==> config.mk <==
export PLATFORM = sky130hd
export DESIGN_NAME = ifetch_queue
export DESIGN_NICKNAME = d
export VERILOG_FILES = /design/src/rtl/ifetch_queue.sv
export SDC_FILE = /design/constraint.sdc
export NUM_CORES = 1
export LEC_CHECK = 0
export CAP_MARGIN = 20
export CELL_PAD_IN_SITES_DETAIL_PLACEMENT = 1
export CELL_PAD_IN_SITES_GLOBAL_PLACEMENT = 2
export CORE_MARGIN = 1.5
export CORE_UTILIZATION = 30
export CTS_CLUSTER_DIAMETER = 200
export DETAILED_ROUTE_END_ITERATION = 7
export PLACE_DENSITY_LB_ADDON = 0.1
export SLEW_MARGIN = 20
export SYNTH_ARGS = -nofsm -noshare
export SYNTH_HDL_FRONTEND = slang
export SYNTH_SLANG_ARGS = --single-unit
export TNS_END_PERCENT = 10
==> constraint.sdc <==
create_clock -name clk -period 7.3 [get_ports clk]
set_input_delay 0.73 -clock clk [delete_from_list [all_inputs] [get_ports clk]]
set_output_delay 0.73 -clock clk [all_outputs]
set_load 0.01 [all_outputs]
==> src/rtl/ifetch_queue.sv <==
// Fetch stage: issues imem reads at pc, queues in-order responses in reserved slots and
// presents {inst, pc} to decode; flush drops queued entries and counts in-flight responses to discard.
module ifetch_queue #(
   parameter int DEPTH = 4,
   parameter int XLEN  = 32
) (
   input  logic            clk,
   input  logic            rst,
   input  logic [XLEN-1:0] pc,
   output logic            pc_hold,
   input  logic            flush,
   output logic            imem_req,
   output logic [XLEN-1:0] imem_addr,
   input  logic            imem_gnt,
   input  logic            imem_rvalid,
   input  logic [XLEN-1:0] imem_rdata,
   output logic            id_valid,
   input  logic            id_ready,
   output logic [XLEN-1:0] id_inst,
   output logic [XLEN-1:0] id_pc
);

   localparam int AW = $clog2(DEPTH);
   localparam int PW = AW + 1;
   localparam logic [PW-1:0] DEPTH_P = PW'(DEPTH);

   logic [PW-1:0]   r_wr_ptr;
   logic [PW-1:0]   r_fill_ptr;
   logic [PW-1:0]   r_rd_ptr;
   logic [PW-1:0]   r_drop_cnt;
   logic [DEPTH-1:0] r_filled;
   logic [XLEN-1:0] r_slot_pc   [DEPTH];
   logic [XLEN-1:0] r_slot_inst [DEPTH];

   logic [PW-1:0]    w_alloc_cnt;
   logic [PW-1:0]    w_unfilled;
   logic [AW-1:0]    w_wr_idx;
   logic [AW-1:0]    w_fill_idx;
   logic [AW-1:0]    w_rd_idx;
   logic             w_full;
   logic             w_empty;
   logic             w_drop_idle;
   logic             w_issue;
   logic             w_fill;
   logic             w_resp_used;
   logic             w_pop;
   logic [DEPTH-1:0] w_filled_next;

   assign w_alloc_cnt = r_wr_ptr - r_rd_ptr;
   assign w_unfilled  = r_wr_ptr - r_fill_ptr;
   assign w_wr_idx    = r_wr_ptr[AW-1:0];
   assign w_fill_idx  = r_fill_ptr[AW-1:0];
   assign w_rd_idx    = r_rd_ptr[AW-1:0];
   assign w_full      = (w_alloc_cnt == DEPTH_P);
   assign w_empty     = (r_wr_ptr == r_rd_ptr);
   assign w_drop_idle = (r_drop_cnt == '0);

   assign imem_req    = rst & ~flush & ~w_full & w_drop_idle;
   assign imem_addr   = pc;
   assign w_issue     = imem_req & imem_gnt;
   assign pc_hold     = ~w_issue;

   // A response with no reserved slot and nothing to drop is ignored entirely.
   assign w_fill      = imem_rvalid & w_drop_idle & (w_unfilled != '0);
   assign w_resp_used = imem_rvalid & (~w_drop_idle | (w_unfilled != '0));

   assign id_valid    = rst & r_filled[w_rd_idx] & ~w_empty;
   assign w_pop       = id_valid & id_ready;
   assign id_inst     = r_slot_inst[w_rd_idx];
   assign id_pc       = r_slot_pc[w_rd_idx];

   generate
      for (genvar gi = 0; gi < DEPTH; gi++) begin : g_filled
         always_comb begin
            w_filled_next[gi] = r_filled[gi];
            if (w_fill && (w_fill_idx == AW'(gi)))
               w_filled_next[gi] = 1'b1;
            else if (w_pop && (w_rd_idx == AW'(gi)))
               w_filled_next[gi] = 1'b0;
            else if (w_issue && (w_wr_idx == AW'(gi)))
               w_filled_next[gi] = 1'b0;
         end
      end
   endgenerate

   always_ff @(posedge clk) begin
      if (!rst) begin
         r_wr_ptr   <= '0;
         r_fill_ptr <= '0;
         r_rd_ptr   <= '0;
         r_drop_cnt <= '0;
         r_filled   <= '0;
      end else if (flush) begin
         // Unfilled slots are still in flight; a response arriving now is already accounted for.
         r_wr_ptr   <= '0;
         r_fill_ptr <= '0;
         r_rd_ptr   <= '0;
         r_drop_cnt <= r_drop_cnt + w_unfilled - PW'(w_resp_used);
         r_filled   <= '0;
      end else begin
         if (w_issue) r_wr_ptr   <= r_wr_ptr + 1'b1;
         if (w_fill)  r_fill_ptr <= r_fill_ptr + 1'b1;
         if (w_pop)   r_rd_ptr   <= r_rd_ptr + 1'b1;
         if (!w_drop_idle && imem_rvalid) r_drop_cnt <= r_drop_cnt - 1'b1;
         r_filled <= w_filled_next;
      end
   end

   always_ff @(posedge clk) begin
      if (w_issue) r_slot_pc[w_wr_idx] <= pc;
   end

   always_ff @(posedge clk) begin
      if (w_fill) r_slot_inst[w_fill_idx] <= imem_rdata;
   end

endmodule

# After elaboration in Yosys (flattened, before gate mapping)
# Memories as Yosys holds them, arrays and structs flattened. A register that Yosys moved wholly into a read port is not among the register bits.
# Cells that the tools add are included.
# classes
eq_ne	11
addsub	8
mux	24
n_lt_le_gt_ge	1
n_reduce_logical	25
bitwise_logic	17
# op_table
op	count
$mux 1	17
$reduce_bool 3->1	5
$logic_and 1x1->1	13
$eq 2x2->1 const B	6
$and 1x1->1	10
$add 3x1->3 const B	3
$mux 2	4
$eq 2x1->1 const B	3
$logic_not 2->1	3
$mux 3	2
$not 1->1	6
$sub 3x3->3	2
$add 3x3->3	1
$eq 3x3->1	1
$eq 3x3->1 const B	1
$logic_not 3->1	1
$lt 2x3->1 const B	1
$sub 3x1->3	1
$sub 3x1->3 const B	1
$bmux 1 s2	1
$reduce_bool 2->1	1
$reduce_or 2->1	1
$logic_not 1->1	1
$or 1x1->1	1
# totals
input_bits	70
mem_count	2
ff_bits	16
ram_bits	256
# memory_table
name	depth	word_bits	rd	rd_ports_with_merged_regs	write_ports	line	rtl
r_slot_inst	4	32	1	1	1	33	logic [XLEN-1:0] r_slot_inst [DEPTH];
r_slot_pc	4	32	1	1	1	32	logic [XLEN-1:0] r_slot_pc [DEPTH];

# Longest topological paths before layout
# logic_depth
ltp_word	10
ltp_mapped	14
mapped_depth_nobuf	14

# Least setup slack after synthesis
# No wires, ideal clock.
# synth_timing
path_kind	register -> register
from	register r_wr_ptr[0]
to	register r_drop_cnt[2]
setup_time_ns	0.062
t_arrival_ns	3.295
required_time_ns	7.238
path_stages_with_launch	15
n_path_buf	0
setup_slack_ns	3.943
cell_sequence	dfxtp_1 > inv_1 > ha_1 > fa_1 > xor3_2 > or2_1 > o21a_1 > ha_1 > inv_1 > ha_1 > fa_1 > xor2_1 > a2111oi_0 > mux2i_1 > nand3_1
# synth_between
elab_chain_len	6
elab_cells_between_ends	7
classes_between	add/sub: 3; mux: 1; bitwise: 2; reduce/logical: 1
# synth_lines
element	line	rtl
start, declared	27	logic [PW-1:0] r_wr_ptr;
start signal, assigned	101	if (w_issue) r_wr_ptr <= r_wr_ptr + 1'b1;
$sub 3x3->3 (*)	50	assign w_unfilled = r_wr_ptr - r_fill_ptr;
branches (longest 3 deep; another with $add 3x3->3)	--	
$sub 3x1->3 (*)	98	r_drop_cnt <= r_drop_cnt + w_unfilled - PW'(w_resp_used);
$mux 3 (*)	93	end else if (flush) begin
end signal, assigned	98	
end signal, assigned	104	if (!w_drop_idle && imem_rvalid) r_drop_cnt <= r_drop_cnt - 1'b1;
end, declared	30	logic [PW-1:0] r_drop_cnt;
# Every way passes the cells marked *.
# A chain may end at the register's enable or synchronous reset.

==> results.toml <==
[timing]
max_freq_mhz = 253.6
setup_violations = 0
finalMaxSlewViolations = 0
fin_tns_setup_ns = 0
clock_skew_ns = 0.02044
grt_setup_unrepaired = "false"
final.setup.worst_slack_ns = 3.357
slew-limit-headroom_pct = 31.05
hold_viol = 0
worst_slew_pin_slew_ns = 1.034
finalCriticalPeriod_ns = 3.943
finalCritPeriodShare_pct = 54.01

[status]
status = "finished clean"

[floorplan]
die-area_um2 = 37280
die_w_um = 193.1
die_h_um = 193.1
top_level_ports = 169
rows = 69
start_util_pct = 30.47
core_um2 = 35570

[synth]
synth_common_cells = "edfxtp_1, mux4_2, buf_4, ha_1"
synth_most_common_cell = "edfxtp_1"
synthMuxAreaShare_pct = 13.69
synth-simple-area-share_pct = 2.367
synth_top_family_by_area = "multiplexers"
async_flop_share_pct = 0
synth-warning-count = 0
synth_top_area_share_pct = 70.93
yosysTopAreaCell = "edfxtp_1"
synthFlopType = "edfxtp_1"
synth_cells = 521
yosysSeqAreaShare_pct = 74.26
synth-edff-count = 256
synthAdderAreaFrac_pct = 2.678
synth.cell_area_um2 = 10840
syn_nets = 613
syn_area_per_cell_um2 = 20.80
synth_compound_gate_area_share_pct = 2.424
synth_xor_area_share_pct = 0.9467
ys_seq_elements = 274
synth.area.top_cells = "edfxtp_1, mux4_2, dfxtp_1"
synth_cell_types = 44

[clock_tree]
hold_buffers = 0
cts_sinks = 274
numCtsBuffers = 30
post_cts.repair.setup_buffers = 0
clk_latency_ns = 0.56
root_buffer = "clkbuf_16"
cts_resized = 0
htree_num_levels = 1
cts_tree = "done"
cts.reportedPaths.clkPinSlew_ns = 0.06
clockBufferDepth = 3

[setup_path]
path_class = "flop to output port"
reg2reg_from = "r_wr_ptr[0]"
worstPathBufferInverterCount = 2
cp_top_family = "buffers and inverters"
critPathCaptureType = "output port"
worstPathArrival_ns = 3.21
max_stage_delay_ns = 0.79
path_cells = "buf_4 -> mux4_2 -> clkdlybuf4s50_1"
cp_data_required_time_ns = 6.57
cp_max_fo = 33
cp-start-kind = "flop"
crit_path_top_delay_cell = "dfxtp_4"

[placement]
portBuffers = 168
pre_cts_ws_ns = 3.414
gp_congestion = 0.7047
dp_hpwl_mm = 14.53

[power_and_ir_drop]
pwr_density_cell_nw_per_um2 = 243.8
p_leak_nw = 4.371
ir_worst_vdd_uv = 167.3

[grt]
grt_max_degree = 65
grt_pass1_wl_mm = 36.26
grt_pass1_vias = 6049
gr-total-overflow = 0
grt_util_all_layers_pct = 12.97
grt_antenna_before_repair = 1

[hold_path]
hp-class = "flop to flop"
hold_start = "r_fill_ptr[2]"

[routing]
drt-wirelength-per-cell_um = 20.67
remaining_drc_errors = 0
drtIter0Drc = 191
ant_nets = 0
dr_total_vias = 5372
first_pass_iters = 4
viasPerCell = 4.643
wl_mm = 23.92

[final_layout]
fin_nets = 767
antennaDiodeCount = 0
syn_to_final_growth_pct = 26.69
drive_gt1_share_pct = 17.96

[flow_run]
maxCapViolCount = 0
## stage by stage
step / power, mW / hold slack [ns] / utilization (%) / instances / cell area [µm²]
finish: 3.347 / 0.5187 / 38.60 / 1157 / 13730
global placement: 2.033 / 0.4882 / 36.06 / 1103 / 12830
global route: 3.490 / 0.5461 / 38.60 / 1157 / 13730
floorplan: 1.912 / 0.4586 / - / 521 / 10840
CTS: 3.407 / 0.5182 / 38.53 / 1156 / 13700
detailed placement: 2.040 / 0.5044 / 36.06 / 1103 / 12830
## cell usage in the layout, fill, tap and decap left out, types with 4 or more instances in the layout
cell type | netlist | routed
dfxtp_1 | 18 | 16
edfxtp_1 | 256 | 256
clkinv_2 | 0 | 7
and3_1 | 5 | 4
a21oi_1 | 8 | 8
nand2_1 | 10 | 10
inv_1 | 18 | 18
mux4_2 | 65 | 65
nor2_1 | 6 | 5
nand3_1 | 4 | 4
ha_1 | 20 | 20
clkbuf_16 | 0 | 30
buf_4 | 32 | 5
o211ai_1 | 6 | 6
xnor2_1 | 5 | 5
clkbuf_1 | 7 | 10
clkinv_1 | 0 | 4
clkdlybuf4s50_1 | 0 | 168
## power breakdown
group	switching, mW	internal (mW)	total, mW	leakage [nW]
clock network	0.588	0.756	1.34	0.427
logic	0.128	0.126	0.254	1.49
registers	0.00843	1.74	1.75	2.45
total	0.724	2.62	3.35	4.37
## registers in the layout, summed over array words and instances (netlist names), named ones only
name and cells:
r_filled 4, r_slot_inst 128, r_wr_ptr 3, r_rd_ptr 3, r_slot_pc 128, r_fill_ptr 3, r_drop_cnt 3
## cell families after synthesis
family	after synthesis
AO/OA/AOI/OAI	34
XOR/XNOR	9
adder cells (fa/ha/maj)	22
buffers and inverters	70
flip-flops	274
multiplexers	67
AND/OR/NAND/NOR	45
## final cells by class
type,count,area [µm²]
Clock buffer,40,788.3
Clock inverter,13,87.58
Fill cell,3483,21840
Inverter,18,67.56
Multi-Input combinational cell,177,2409
Sequential cell,274,8055
Tap cell,461,576.8
Timing Repair Buffer,174,1747
## routing by layer
layer  GRT usage (%)  vias to the layer above  wire [µm]
met1           16.99                     2819      10410
met3           3.312                       26       1489
met2           21.79                      133      11720
met4           2.692                        2        286
li1                -                     2392          -
met5               0                        -         13
## worst reg2reg max path, stage by stage (launching register included)
cell	delay [ns]
dfxtp_1	0.39
inv_1	0.15
ha_1	0.24
fa_1	0.37
xor3_2	0.30
or2_1	0.28
o21a_1	0.18
ha_1	0.26
inv_1	0.04
ha_1	0.19
fa_1	0.42
xnor2_1	0.18
a2111oi_0	0.52
mux2i_1	0.16
nand3_1	0.10
## final timing paths
check | to | slack, ns | depth (start not counted)
worst max-delay path | id_pc[15] | 3.36 | 3
worst min-delay path | r_fill_ptr[2] | 0.52 | 2
worst max register to register | r_drop_cnt[2] | 3.47 | 14
worst min register to register | r_fill_ptr[2] | 0.52 | 2
Note: power is estimated with default switching activity, not from simulation.
